### src/rtl/vga_sync_gen.sv
// VGA raster timing generator.
// Advances one pixel for each rising edge of the divided pixel clock (sampled
// as a level in the clk_in domain). It produces registered hsync, vsync and
// video_on, together with the current pixel coordinates, all describing the
// same position. pixel_x and pixel_y come straight from the counter registers.
module vga_sync_gen #(
  parameter int unsigned H_DISP   = 640,
  parameter int unsigned H_FP     = 16,
  parameter int unsigned H_SYNC   = 96,
  parameter int unsigned H_BP     = 48,
  parameter int unsigned V_DISP   = 480,
  parameter int unsigned V_FP     = 10,
  parameter int unsigned V_SYNC   = 2,
  parameter int unsigned V_BP     = 33,
  parameter bit          SYNC_POL = 1'b0,
  parameter int unsigned X_W      = 10,
  parameter int unsigned Y_W      = 10
) (
  input  logic           clk_in,
  input  logic           reset,
  input  logic           pix_clk,
  output logic           hsync,
  output logic           vsync,
  output logic           video_on,
  output logic [X_W-1:0] pixel_x,
  output logic [Y_W-1:0] pixel_y,
  output logic           pix_tick,
  output logic           frame_start
);

  localparam int unsigned H_TOTAL = H_DISP + H_FP + H_SYNC + H_BP;
  localparam int unsigned V_TOTAL = V_DISP + V_FP + V_SYNC + V_BP;

  // Raster boundaries pre-sized to the counter widths so every compare is
  // width-matched.
  localparam logic [X_W-1:0] H_LAST   = X_W'(H_TOTAL - 1);
  localparam logic [Y_W-1:0] V_LAST   = Y_W'(V_TOTAL - 1);
  localparam logic [X_W-1:0] H_VIS    = X_W'(H_DISP);
  localparam logic [Y_W-1:0] V_VIS    = Y_W'(V_DISP);
  localparam logic [X_W-1:0] HS_FIRST = X_W'(H_DISP + H_FP);
  localparam logic [X_W-1:0] HS_LAST  = X_W'(H_DISP + H_FP + H_SYNC - 1);
  localparam logic [Y_W-1:0] VS_FIRST = Y_W'(V_DISP + V_FP);
  localparam logic [Y_W-1:0] VS_LAST  = Y_W'(V_DISP + V_FP + V_SYNC - 1);

  logic           pix_clk_d;
  logic           tick;
  logic [X_W-1:0] h;
  logic [Y_W-1:0] v;
  logic [X_W-1:0] h_nxt;
  logic [Y_W-1:0] v_nxt;
  logic           hsync_nxt;
  logic           vsync_nxt;
  logic           video_on_nxt;
  logic           frame_wrap;

  // One tick per pix_clk rising edge, however long pix_clk stays high.
  assign tick = pix_clk & ~pix_clk_d;

  // The frame wraps on the tick that leaves the last pixel of the last line.
  assign frame_wrap = tick && (h == H_LAST) && (v == V_LAST);

  // Next raster position. Without a tick it equals the current one, so the
  // registered decode below simply holds.
  always_comb begin
    // NOTE: every always_comb output is given a default before any branch so
    // that no path leaves it unassigned; a missing default infers a latch.
    h_nxt = h;
    v_nxt = v;
    if (tick) begin
      if (h == H_LAST) begin
        h_nxt = '0;
        v_nxt = (v == V_LAST) ? '0 : v + 1'b1;
      end else begin
        h_nxt = h + 1'b1;
      end
    end
  end

  // Decode sync and blanking from the next position. Once registered, they
  // line up with the counters and cannot glitch.
  always_comb begin
    hsync_nxt    = ((h_nxt >= HS_FIRST) && (h_nxt <= HS_LAST)) ? SYNC_POL : ~SYNC_POL;
    vsync_nxt    = ((v_nxt >= VS_FIRST) && (v_nxt <= VS_LAST)) ? SYNC_POL : ~SYNC_POL;
    video_on_nxt = (h_nxt < H_VIS) && (v_nxt < V_VIS);
  end

  // Pixel-clock edge history, raster counters and all registered outputs.
  always_ff @(posedge clk_in or posedge reset) begin
    if (reset) begin
      pix_clk_d   <= 1'b0;
      h           <= '0;
      v           <= '0;
      hsync       <= ~SYNC_POL;
      vsync       <= ~SYNC_POL;
      video_on    <= 1'b1;
      pix_tick    <= 1'b0;
      frame_start <= 1'b0;
    end else begin
      // NOTE: state registers use non-blocking assignments, so every
      // right-hand side reads the value from before this edge.
      pix_clk_d   <= pix_clk;
      h           <= h_nxt;
      v           <= v_nxt;
      hsync       <= hsync_nxt;
      vsync       <= vsync_nxt;
      video_on    <= video_on_nxt;
      pix_tick    <= tick;
      frame_start <= frame_wrap;
    end
  end

  assign pixel_x = h;
  assign pixel_y = v;

endmodule

### config.mk
export PLATFORM = sky130hd
export DESIGN_NAME = vga_sync_gen
export DESIGN_NICKNAME = d
export VERILOG_FILES = /design/src/rtl/vga_sync_gen.sv
export SDC_FILE = /design/constraint.sdc
export NUM_CORES = 1
export LEC_CHECK = 0
export BUFFER_PORTS_ARGS = -buffer_cell sky130_fd_sc_hd__buf_2
export CORE_MARGIN = 10
export CORE_UTILIZATION = 30
export DETAILED_ROUTE_END_ITERATION = 12
export PLACE_DENSITY_LB_ADDON = 0.15
export SYNTH_ARGS = -nofsm -noshare
export SYNTH_HDL_FRONTEND = slang
export SYNTH_SLANG_ARGS = --single-unit
export TNS_END_PERCENT = 10
### constraint.sdc
create_clock -name clk_in -period 3.7 [get_ports clk_in]
set_input_delay 0.74 -clock clk_in [delete_from_list [all_inputs] [get_ports clk_in]]
set_output_delay 0.74 -clock clk_in [all_outputs]
set_load 0.02 [all_outputs]
==> results.cfg <==
[critical_path]
crit_family = simple AND/OR/NAND/NOR gates
cp_max_fo = 9
slowest_delay_ns = 0.61
path_class = register to register
end_kind = register
cp_num_buf_inv = 1
critical_path_arrival_ns = 2.76
cp.required_ns = 3.89
path_cells = ha_1 -> nand4_1 -> nor4_2 -> buf_4 -> a21oi_1 -> o31ai_1 -> nor3b_1
slowest_stage = nor4_2
start_kind = register

[clock_tree]
clk_latency_ns = 0.27
root_buffer = clkbuf_8
cts_tree = yes
path_clk_slew_ns = 0.10
numClockSinks = 26
htree_levels = 1
holdBufCountCts = 0
cts_buffers = 3
cts.repair.resized = 0
post-cts-setup-buffers = 0
cts_max_path_buffers = 2

[synthesis]
postSynthAreaPerCell_um2 = 9.716
ys_warn_count = 0
ys.flop_type = dfrtp_1
syn_area_um2 = 1409
yosysSeqAreaShare_pct = 46.45
syn_nets = 151
synth_edf_count = 0
async_reset_ff_share_pct = 100.0
syn_inst = 145
synth_cell_types = 44
ys_seq_elements = 26

[floorplan]
fp-row-count = 24
die_y_um = 88.53
floorplan.initialDensity_pct = 31.70
io_pins = 28
dieWidth_um = 88.53
dieArea_um2 = 7838
core_area_um2 = 4444

[drt]
first_pass_iters = 4
drt_iter0_drc = 85
via_per_inst = 5.022
vias = 1135
wl_per_cell_um = 14.88
wirelength_mm = 3.363
drc_errors = 0
antenna_left = 0

[min_path]
worstHoldPathType = register to register

[power_and_ir_drop]
cellPowerDensity_nw_per_um2 = 398.5
finalPower_w = 0.0006587
leakagePower_nw = 0.7009
vdd_drop_max_mv = 0.1714

[timing]
period_needed_ns = 2.568
finalSetupViolations = 0
min_period_over_period_pct = 69.40
fmax_mhz = 389.5
holdWs_ns = 0.5729
tightest_slew_ns = 1.022
finalClockSkew_ns = 0.007574
rsz0062_at_grt = false
slew_headroom_pct = 31.77
final_max_slew_viol_count = 0
setup_tns_ns = 0
finalHoldViolCount = 0

[grt]
first_global_vias = 1120
antenna_found_initial = 0
grt_max_degree = 27
track_usage_pct = 9.106
grt_pass1_wl_mm = 5.644
grt_overflow = 0

[layout]
layout-drive-gt1-share_pct = 25.86
stdcell_area_um2 = 1653
areaGrowthSynthToFinish_pct = 17.32
instances_no_fill = 226
n_antenna_cell = 0
nets = 181

[placement]
place_area_um2 = 1598
place_hpwl_mm = 2.540
gp_congestion = 0.7910
port_buffers = 27
dp_cells = 222

[run_status]
status = completed

[flow_run]
cap_violations = 0
==> layout by cell type (no fill, tap or decap), types with 3 or more instances in the layout <==
cell and instances:
xnor2_1 9, nand2b_1 3, nor3_1 8, clkbuf_8 4
nand3_1 9, buf_2 27, dfrtp_1 23, nand2_1 17
ha_1 3, nor2_1 5, dfstp_2 3, nor4_1 5
o21ai_0 9, inv_1 10, nand4_1 3
==> stage by stage <==
stage | setup slack (ns) | util [%]
CTS | 1.160 | 37.19
detailed placement | 0.9303 | 35.95
global route | 0.7293 | 37.19
floorplan | 1.323 | -
finish | 1.132 | 37.19
global placement | 0.9972 | 35.95
==> cell usage after synthesis (all sizes together) (2+ instances only) <==
master	number	area, um^2
a21oi	2	10.01
and2	3	20.02
clkbuf	2	7.510
dfrtp	23	575.6
dfstp	3	78.83
ha	3	37.54
inv	10	37.54
nand2	17	63.81
nand2b	3	18.77
nand3	9	45.04
nand4	3	18.77
nor2	5	18.77
nor3	8	40.04
nor4	7	65.06
o21ai	10	50.04
o31ai	2	15.01
or3	3	25.03
or4	3	26.27
or4b	2	20.02
xnor2	9	78.83
xor2	2	17.52
==> flip-flops by register name, indices dropped and copies added, names as in the netlist <==
name,flops
frame_start,1
hsync,1
pix_clk_d,1
pix_tick,1
pixel_x,10
pixel_y,10
video_on,1
vsync,1
==> power breakdown <==
group | switching (W) | internal, W | total, W
clock network | 0.0000928 | 0.0000952 | 0.000188
logic | 0.0000789 | 0.0000438 | 0.000123
registers | 0.0000380 | 0.000310 | 0.000348
total | 0.000210 | 0.000449 | 0.000659
==> layer usage <==
layer  routed length, um  track usage, %  share of wire, %
met1                1687           12.38                50
met2                1468           13.13                44
met3                 187           2.757               5.6
met4                  20           3.524              0.59
met5                   0               0                 0
==> kinds of logic (layout without fill, tap and decap cells) <==
family / after synthesis / count (layout) / share of synthesized area, %
AO/OA/AOI/OAI: 24 / 24 / 11.63
XOR/XNOR: 11 / 11 / 6.839
adder cells (fa/ha/maj): 3 / 3 / 2.665
buffers and inverters: 13 / 42 / 3.997
flip-flops: 26 / 26 / 46.45
multiplexers: 1 / 1 / 0.7105
AND/OR/NAND/NOR: 67 / 67 / 27.71
==> path summary, 6_finish.rpt <==
check	startpoint	endpoint	slack, ns	depth (start not counted)
hold reg to reg	pixel_x[2]	pixel_x[2]	0.57	1
setup / recovery	pixel_x[0]	video_on	1.13	7
max in group asynchronous	reset	pixel_x[7]	2.38	2
min in group asynchronous	reset	frame_start	0.70	2
setup reg to reg	pixel_x[0]	video_on	1.13	7
hold / removal	pixel_x[2]	pixel_x[2]	0.57	1
==> cell type report <==
class,instances,area [um^2]
Inverter,10,37.54
Tap cell,52,65.06
Multi-Input combinational cell,106,698.2
Clock buffer,4,55.05
Timing Repair Buffer,28,142.6
Fill cell,460,2791
Sequential cell,26,654.4
Power figures use the tool's default switching activity.
